`src/rtl/yousei_pkg.sv`:
```
// Shared constants, loader state encoding and page addressing helper for the
// hard-disk to main-memory page loader.
package yousei_pkg;

  localparam int DEF_PAGE_WORDS = 64;
  localparam int DEF_NUM_PAGES  = 16;
  localparam int DEF_DATA_W     = 32;

  typedef logic [1:0] loader_state_t;

  localparam loader_state_t LD_IDLE   = 2'd0;
  localparam loader_state_t LD_STREAM = 2'd1;
  localparam loader_state_t LD_DRAIN  = 2'd2;
  localparam loader_state_t LD_FINISH = 2'd3;

  // Physical word address: page number in the high bits, offset in the low
  // `shift` bits (page size is a power of two).
  function automatic logic [31:0] page_addr(input logic [31:0] page,
                                            input logic [31:0] offset,
                                            input int          shift);
    logic [31:0] mask;
    mask = (32'd1 << shift) - 32'd1;
    return (page << shift) | (offset & mask);
  endfunction

endpackage

```
`src/rtl/hd_page_loader.sv`:
```
// Streams a contiguous range of HD words into one physical page of main
// memory, one word per cycle, then pulses Done.
module hd_page_loader
  import yousei_pkg::*;
#(
  parameter int PAGE_WORDS = DEF_PAGE_WORDS,
  parameter int NUM_PAGES  = DEF_NUM_PAGES,
  parameter int DATA_W     = DEF_DATA_W
) (
  input  logic                          Clock,
  input  logic                          Reset,
  input  logic                          Start,
  input  logic [31:0]                   HdBase,
  input  logic [$clog2(PAGE_WORDS):0]   WordCount,
  input  logic [31:0]                   Page,
  output logic                          HdRead,
  output logic [31:0]                   HdAddr,
  input  logic [DATA_W-1:0]             HdData,
  output logic                          MemWrite,
  output logic [31:0]                   MemAddr,
  output logic [DATA_W-1:0]             MemData,
  output logic                          Busy,
  output logic                          Done,
  output logic                          Error,
  output logic [31:0]                   LoadedPage
);

  localparam int OFF_W = $clog2(PAGE_WORDS);
  localparam int CNT_W = OFF_W + 1;

  loader_state_t     state;
  logic [31:0]       base_q;
  logic [CNT_W-1:0]  count_q;
  logic [31:0]       page_q;
  logic [31:0]       loaded_q;
  logic [CNT_W-1:0]  rd_off;
  logic              wr_valid;
  logic [OFF_W-1:0]  wr_off;
  logic              err_q;
  logic              bad_req;
  logic              last_issue;

  assign bad_req = (WordCount == '0)
                || (WordCount > CNT_W'(PAGE_WORDS))
                || (Page >= 32'(NUM_PAGES));

  assign last_issue = (rd_off == count_q - CNT_W'(1));

  // Write side trails the read side by exactly one cycle, matching HD latency.
  always_ff @(posedge Clock) begin
    if (Reset) begin
      state    <= LD_IDLE;
      base_q   <= '0;
      count_q  <= '0;
      page_q   <= '0;
      loaded_q <= '0;
      rd_off   <= '0;
      wr_valid <= 1'b0;
      wr_off   <= '0;
      err_q    <= 1'b0;
    end else begin
      err_q    <= 1'b0;
      wr_valid <= (state == LD_STREAM);
      wr_off   <= rd_off[OFF_W-1:0];
      case (state)
        LD_IDLE: begin
          if (Start) begin
            base_q  <= HdBase;
            count_q <= WordCount;
            page_q  <= Page;
            rd_off  <= '0;
            if (bad_req) begin
              err_q <= 1'b1;
            end else begin
              loaded_q <= Page;
              state    <= LD_STREAM;
            end
          end
        end
        LD_STREAM: begin
          rd_off <= rd_off + CNT_W'(1);
          if (last_issue) state <= LD_DRAIN;
        end
        LD_DRAIN:  state <= LD_FINISH;
        LD_FINISH: state <= LD_IDLE;
      endcase
    end
  end

  // Address outputs are forced to zero whenever their strobe is low.
  always_comb begin
    HdRead     = (state == LD_STREAM);
    HdAddr     = HdRead ? (base_q + 32'(rd_off)) : 32'd0;
    MemWrite   = wr_valid;
    MemAddr    = wr_valid ? page_addr(page_q, 32'(wr_off), OFF_W) : 32'd0;
    MemData    = HdData;
    Busy       = (state == LD_STREAM) || (state == LD_DRAIN);
    Done       = (state == LD_FINISH) || err_q;
    Error      = err_q;
    LoadedPage = loaded_q;
  end

endmodule
```
`config.mk`:
```
export PLATFORM = sky130hd
export DESIGN_NAME = hd_page_loader
export DESIGN_NICKNAME = d
export VERILOG_FILES = /design/src/rtl/yousei_pkg.sv /design/src/rtl/hd_page_loader.sv
export SDC_FILE = /design/constraint.sdc
export NUM_CORES = 1
export LEC_CHECK = 0
export ABC_AREA = 1
export CELL_PAD_IN_SITES_DETAIL_PLACEMENT = 1
export CELL_PAD_IN_SITES_GLOBAL_PLACEMENT = 1
export CORE_UTILIZATION = 26
export DETAILED_ROUTE_END_ITERATION = 8
export PLACE_DENSITY = 0.87
export SYNTH_ARGS = -nofsm -noshare
export SYNTH_HDL_FRONTEND = slang
export SYNTH_SLANG_ARGS = --single-unit
```
`constraint.sdc`:
```
create_clock -name Clock -period 2.1 [get_ports Clock]
set_clock_uncertainty 0.15 [all_clocks]
set_input_delay 0.42 -clock Clock [delete_from_list [all_inputs] [get_ports Clock]]
set_output_delay 0.42 -clock Clock [all_outputs]
set_load 0.02 [all_outputs]
```
# Word level (Yosys, flattened, before mapping)
# Cells that the tools add are included.
[op_classes] addsub=3 magnitude_cmp=2 eq_ne=7 muxes=9 bitwise=4 reduce_logical=12
[op_table] operator="32-bit 2-to-1 mux" n=2
[op_table] operator="32-bit by 7-bit adder with 32-bit output" n=1
[op_table] operator="32-bit by 5-bit >= comparator with 1-bit output, second input constant" n=1
[op_table] operator="32-bit by 6-bit bitwise OR with 32-bit output" n=1
[op_table] operator="7-bit case mux with 2 select lines" n=1
[op_table] operator="2-bit case mux with 4 select lines" n=1
[op_table] operator="7-bit by 1-bit adder with 7-bit output, second input constant" n=1
[op_table] operator="7-bit == test" n=1
[op_table] operator="7-bit greater-than comparator, second input constant" n=1
[op_table] operator="7-bit zero test" n=1
[op_table] operator="7-bit 2-to-1 mux" n=1
[op_table] operator="7-bit by 1-bit subtractor with 7-bit output, second input constant" n=1
[op_table] operator="2-bit 2-to-1 mux" n=3
[op_table] operator="3-bit AND reduction" n=2
[op_table] operator="2-bit == test, second input constant" n=2
[op_table] operator="1-bit logical OR" n=4
[op_table] operator="2-bit inequality test, second input constant" n=2
[op_table] operator="2-bit AND reduction" n=2
[op_table] operator="1-bit NOT" n=3
[op_table] operator="3-bit OR reduction" n=1
[op_table] operator="2-bit by 1-bit == test with 1-bit output, second input constant" n=1
[op_table] operator="2-bit zero test" n=1
[op_table] operator="2-bit by 1-bit inequality test with 1-bit output, second input constant" n=1
[op_table] operator="2-bit nonzero test" n=1
[op_table] operator="1-bit 2-to-1 mux" n=1
[word_totals] reg_bits=114 in_bits=106 output_inout_bits=133 word_cells=46

# Logic depth before layout (Yosys ltp)
# Gate-level depths: netlist (run 1).
[logic_depth] ltp_word=6 mapped_depth=13 depth_no_buf=13

# Worst setup path after synthesis (run 1)
# No wires, ideal clock.
[synth_timing] kind="reg2out" startpoint="register rd_off[0]" endpoint="output HdAddr[20]" arrival_ns=1.904 required_ns=1.530 path_slack_ns=-0.374 stages_incl_launch_ff=10 path_buffers=0 path_cell_list="dfxtp_1 -> ha_1 -> fa_1 -> nand2_1 -> nand2_1 -> o21ai_1 -> o21ai_1 -> nand2_1 -> nor3_1 -> nor3_1"
[synth_via] elab_chain_len=2
[synth_rtl] item="start: declaration" line_no="hd_page_loader.sv:36" source="logic [CNT_W-1:0] rd_off;"
[synth_rtl] item="start signal: assignment" line_no="hd_page_loader.sv:81" source="rd_off <= rd_off + CNT_W'(1);"
[synth_rtl] item="32-bit by 7-bit adder with 32-bit output" line_no="hd_page_loader.sv:93" source="HdAddr = HdRead ? (base_q + 32'(rd_off)) : 32'd0;"
[synth_rtl] item="32-bit 2-to-1 mux" line_no="hd_page_loader.sv:93"
[synth_rtl] item="end: declaration" line_no="hd_page_loader.sv:17" source="output logic [31:0] HdAddr,"
# No other way between the ends.

# Worst setup path after layout (run 1)
[layout_timing] startpoint="register rd_off[0]" endpoint="output HdAddr[26]"
# Same word-level chain as after synthesis.

==> flow_summary.yaml, run 1 <==
timing:
  fin_ws_ns: -0.7799
  worst_pin_slew_ns: 0.4753
  period_minus_slack_ns: 2.880
  finalHoldViolCount: 0
  rsz0062_at_grt: "true"
  max_freq_mhz: 347.2
  slew_headroom_pct: 68.31
  finalSetupViolCount: 32
  fin_crit_sh_pct: 137.1
  slew_violations: 0
synth:
  synth.distinct_cells: 33
  yosysSeqAreaShare_pct: 39.79
  ys_ff_latch: 114
  synth_cells: 854
  avgSynthCellArea_sq_um: 6.716
  syn-num-nets: 974
  syn-cell-area_sq_um: 5736
  yosysWarnings: 0
clocking:
  htree_levels: 4
  hold_buffers: 0
  cts_tree: "yes"
  clock_latency_ns: 0.42
  clk_transition_reported_paths_ns: 0.05
  cts_sinks: 114
  cts_root_buf: "clkbuf_16"
  clock_path_buffers: 2
  numCtsBuffers: 17
finish:
  n_antenna_cell: 0
  final_util_pct: 45.36
  finalNonFillerCells: 1396
  drive_above_1_share_pct: 28.90
  syn2layout_area_growth_pct: 68.87
  fin_area_sq_um: 9686
  layout.nets: 1228
flow_run:
  drv_cap: 0
setup_path:
  r2r_cells: 8
  cp-start-kind: "flop"
  cpMostUsedCell: "buf_6"
  critPathArrivalTime_ns: 2.31
  criticalPathCategory: "flop to output pin"
  slowest_stage: "dfxtp_4"
  critical_path.max_stage_delay_ns: 0.35
  crit_chain: "ha_4 -> fa_2 -> nand2_1 -> nand2_1 -> o21ai_2 -> o21ai_2 -> buf_6 -> buf_6 -> nand3b_1 -> xor2_1 -> nor2_2 -> buf_6"
  end_kind: "output pin"
  required_ns: 1.53
  path_max_fanout: 8
grt:
  grt.total_usage_pct: 20.44
  grt_pass1_vias: 7061
  grt_overflow: 0
  antenna_found_initial: 1
  grt_start_max_net_pins: 43
  grt_first_pass_wirelength_microns: 35450
placed_design:
  dpl_cell_area_sq_um: 8706
  place_hpwl_microns: 16610
  finalWeightedCongestion: 0.8854
  port_buffers: 174
  place_inst: 1351
routing:
  routed-via-count: 6578
  wire_per_inst_microns: 16.51
  dr.pass1.iters: 4
  detail-route-antenna-nets: 0
  via_per_inst: 4.712
  drc: 0
  routed_wirelength_microns: 23050
  drtIter0Drc: 272
status:
  status: "complete, but fails checks"
  failed_checks: "setup timing"
pwr:
  leakage_nw: 4.371
  cellPowerDensity_nw_per_um2: 623.8
  ir_drop_mv: 0.4789
floorplan:
  fp-row-count: 53
  die_w_microns: 150.5
  start_util_pct: 26.86
  die_area_sq_um: 22660
  top_level_ports: 239
  die_h_microns: 150.5
  core_area_sq_um: 21350
min_path:
  min_path_type: "flop to flop"
  hold_path_depth: 2
==> path summary, 6_finish.rpt <==
kind,from,to,slack [ns]
max,rd_off[0]$_SDFFE_PP0P_,HdAddr[26],-0.78
min,LoadedPage[6]$_SDFFE_PP0P_,LoadedPage[6]$_SDFFE_PP0P_,0.29
max reg2reg,state[1]$_SDFFE_PP0P_,base_q[18]$_SDFFE_PP0P_,-0.01
min reg2reg,LoadedPage[6]$_SDFFE_PP0P_,LoadedPage[6]$_SDFFE_PP0P_,0.29
==> through the flow <==
step	power (mW)	hold slack (ns)	TNS, ns	setup WS [ns]
floorplan	2.859	0.2956	-1.454	-0.1325
detailed placement	3.213	0.2806	-27.84	-0.8657
global placement	3.171	0.2747	-21.77	-0.7405
finish	6.042	0.2878	-19.74	-0.7799
CTS	6.071	0.2924	-18.51	-0.7837
global route	6.297	0.3068	-22.60	-0.8805
==> critical path, delay by kind of cell, from the launching register on <==
family / cells / cell delay [ns]
fa+ha+maj: 2 / 0.49
flops: 1 / 0.35
compound gates: 2 / 0.19
simple gates: 4 / 0.27
xor+xnor: 1 / 0.19
buf+inv: 3 / 0.40
==> placed cells by master, fill, tap and decap left out, drive strengths merged, types with 11 or more instances in the layout <==
| cell | instances |
|---|---|
| nand2 | 176 |
| buf | 164 |
| nor2 | 161 |
| dfxtp | 114 |
| clkdlybuf4s50 | 105 |
| inv | 98 |
| o21ai | 84 |
| nand3 | 53 |
| a21oi | 37 |
| clkbuf | 30 |
| dlygate4sd2 | 21 |
| nor3 | 14 |
| ha | 13 |
| nand4 | 11 |
| xor2 | 11 |
==> Yosys cell counts <==
master	count	area share (%)
nand2_1	174	11
nor2_1	160	10
dfxtp_1	114	40
inv_1	95	6.2
o21ai_0	77	6.7
nand3_1	51	4.5
a21oi_1	37	3.2
buf_4	34	4.5
clkbuf_1	33	2.2
nor3_1	14	1.2
ha_1	13	2.8
xor2_1	11	1.7
nand4_1	10	1.1
o21ai_1	7	0.61
inv_2	3	0.20
nand2_2	2	0.22
nor3b_1	2	0.26
o21bai_1	2	0.26
a21o_1	1	0.13
a31oi_1	1	0.11
and3_1	1	0.11
buf_2	1	0.087
fa_1	1	0.35
nand3_2	1	0.17
nand3_4	1	0.31
nand3b_1	1	0.13
nand4_2	1	0.22
nor2_2	1	0.11
nor4_2	1	0.22
nor4_4	1	0.37
o21ba_1	1	0.17
or2_2	1	0.11
xnor2_1	1	0.15
==> logic make-up after synthesis <==
logic type	Yosys count	synth area share, %
AND/OR/NAND/NOR	422	30.85
XOR/XNOR	12	1.832
buffers and inverters	166	13.11
adder cells (fa/ha/maj)	14	3.185
AO/OA/AOI/OAI	126	11.23
flip-flops	114	39.79
==> state kept, by name, summed over array words and instances (netlist names) <==
name        cells
state           2
MemWrite        1
count_q         7
Error           1
wr_off          6
LoadedPage     32
page_q         26
base_q         32
rd_off          7
==> power by group <==
part           switching, mW  internal (mW)  leakage, nW
logic                  0.424          0.403         3.15
clock network           1.01           1.80        0.280
registers              0.104           2.30        0.938
total                   1.54           4.50         4.37
==> final cells by class <==
type | instances | area [sq um]
fill | 2626 | 11670
multi-input combinational | 574 | 3308
timing repair buffer | 303 | 2791
sequential | 114 | 2298
clock buffer | 22 | 464.2
inverter | 98 | 370.4
tap | 275 | 344.1
clock inverter | 10 | 108.9
==> routing by layer <==
layer,vias up,wire length [microns],global-route usage (%)
li1,3171,-,-
met1,3178,8640,20.94
met2,183,11990,37.74
met3,46,1800,6.727
met4,0,615,8.535
met5,-,0,0
==> repair_timing <==
action	in CTS	in global routing
buffers inserted	5	8
gates resized for setup	265	73
pin swaps	19	23
endpoints found under the setup margin	77	71
Note: power is estimated with default switching activity, not from simulation.
==> inputs of run 2 (changes only) <==
--- a/config.mk
+++ b/config.mk
@@ -10,7 +10,9 @@
 export CELL_PAD_IN_SITES_GLOBAL_PLACEMENT = 1
 export CORE_UTILIZATION = 26
 export DETAILED_ROUTE_END_ITERATION = 8
+export MAX_ROUTING_LAYER = met4
 export PLACE_DENSITY = 0.87
+export SLEW_MARGIN = 20
 export SYNTH_ARGS = -nofsm -noshare
 export SYNTH_HDL_FRONTEND = slang
 export SYNTH_SLANG_ARGS = --single-unit
==> run 2 against run 1 <==
The run still ends with setup timing left; sequential power hardly changed; first-iteration DRC count is 8.8% lower; die area stayed put; sequential share of layout area hardly changed; global-route usage is 0.55 points higher; wire length hardly changed; total power hardly changed; worst hold slack hardly changed; fmax is 0.30% higher; register-to-register slack worse by 0.02 ns; via count is 0.15% lower; cell area hardly changed.
==> flow_summary.yaml, run 2 (same netlist as run 1, synthesis figures left out) <==
routing:
  dr.pass1.iters: 5
  wire_per_inst_microns: 16.51
  drc: 0
  via_per_inst: 4.702
  routed-via-count: 6568
  drtIter0Drc: 248
  routed_wirelength_microns: 23070
  detail-route-antenna-nets: 0
timing:
  period_minus_slack_ns: 2.871
  fin_crit_sh_pct: 136.7
  slew_headroom_pct: 68.06
  max_freq_mhz: 348.3
  worst_pin_slew_ns: 0.4740
  fin_ws_ns: -0.7712
  timing.setup.tns_ns: -19.38
  finalHoldViolCount: 0
  slew_violations: 0
  rsz0062_at_grt: "true"
  finalSetupViolCount: 32
clocking:
  clock_path_buffers: 2
  clock_latency_ns: 0.41
  cts_tree: "yes"
  htree_levels: 4
  clk_transition_reported_paths_ns: 0.05
  cts_root_buf: "clkbuf_16"
  cts_sinks: 114
  numCtsBuffers: 17
pwr:
  cellPowerDensity_nw_per_um2: 623.1
  ir_drop_mv: 0.4797
  finalPower_mw: 6.037
  leakage_nw: 4.371
grt:
  grt_pass1_vias: 7092
  grt_first_pass_wirelength_microns: 35340
  grt.total_usage_pct: 20.99
  grt_start_max_net_pins: 43
  grt_overflow: 0
  antenna_found_initial: 1
floorplan:
  die_h_microns: 150.5
  core_area_sq_um: 21350
  die_w_microns: 150.5
  die_area_sq_um: 22660
  start_util_pct: 26.86
  fp-row-count: 53
  top_level_ports: 239
status:
  status: "complete, but fails checks"
  failed_checks: "setup timing"
finish:
  syn2layout_area_growth_pct: 68.91
  layout.nets: 1228
  final_util_pct: 45.37
  fill_cells: 2626
  final_common_cell: "nand2_1"
  final_cell_mix: "nand2_1 (157), nor2_1 (138), buf_4 (124), dfxtp_1 (105), clkdlybuf4s50_1 (105)"
  drive_above_1_share_pct: 28.90
  fin_area_sq_um: 9688
setup_path:
  critPathArrivalTime_ns: 2.30
  required_ns: 1.53
  path_max_fanout: 8
  cp-start-kind: "flop"
  end_kind: "output pin"
  criticalPathCategory: "flop to output pin"
placed_design:
  port_buffers: 174
  finalWeightedCongestion: 0.9001
  place_hpwl_microns: 16610
  dpl_cell_area_sq_um: 8706
flow_run:
  drv_cap: 0
min_path:
  min_path_type: "flop to flop"
==> run 2: stage by stage <==
| stage | worst slack (ns) | std cells | hold slack, ns |
|---|---|---|---|
| finish | -0.7712 | 1397 | 0.2878 |
| global route | -0.8823 | 1397 | 0.3068 |
| CTS | -0.7837 | 1388 | 0.2924 |
| detailed placement | -0.8657 | 1351 | 0.2806 |
| global placement | -0.7405 | 1351 | 0.2747 |
| floorplan | -0.1325 | 854 | 0.2956 |
==> run 2: final timing paths <==
kind	from	to	slack, ns	cells past startpoint
worst max-delay path	rd_off[0]$_SDFFE_PP0P_	HdAddr[26]	-0.77	12
worst min-delay path	LoadedPage[6]$_SDFFE_PP0P_	LoadedPage[6]$_SDFFE_PP0P_	0.29	2
worst max register to register	state[1]$_SDFFE_PP0P_	base_q[18]$_SDFFE_PP0P_	-0.03	8
worst min register to register	LoadedPage[6]$_SDFFE_PP0P_	LoadedPage[6]$_SDFFE_PP0P_	0.29	2
==> run 2: layout make-up <==
type / count / area (sq um) / area share (%)
clock buffer: 22 / 464.2 / 4.791
antenna: 1 / 2.502 / 0.02583
tap: 275 / 344.1 / 3.552
timing repair buffer: 303 / 2791 / 28.81
inverter: 98 / 370.4 / 3.823
multi-input combinational: 574 / 3308 / 34.15
sequential: 114 / 2298 / 23.72
clock inverter: 10 / 108.9 / 1.124
==> run 2: layer usage <==
metal	up-vias	track usage (%)	routed length, microns
li1	3174	-	-
met1	3174	21.11	8883
met2	172	37.83	12020
met3	48	6.758	1625
met4	0	7.475	542
met5	-	-	0
==> run 2: power by group <==
group / internal (mW) / switching [mW] / total (mW)
Sequential: 2.30 / 0.104 / 2.41
Clock: 1.80 / 1.01 / 2.80
Combinational: 0.403 / 0.425 / 0.828
==> run 2: timing repair <==
action                     CTS  global route
setup endpoints to repair   77            71
hold buffers                 0             0
pin swaps                   19            23
resized for setup          265            73
buffers inserted             5             8
==> run 2: critical path, stage by stage (launching register included) <==
cell	delay (ns)
dfxtp_4	0.35
ha_4	0.16
fa_2	0.33
nand2_1	0.06
nand2_1	0.06
o21ai_2	0.09
o21ai_2	0.10
buf_6	0.16
buf_6	0.11
nand3b_1	0.09
xor2_1	0.19
nor2_2	0.06
buf_6	0.13
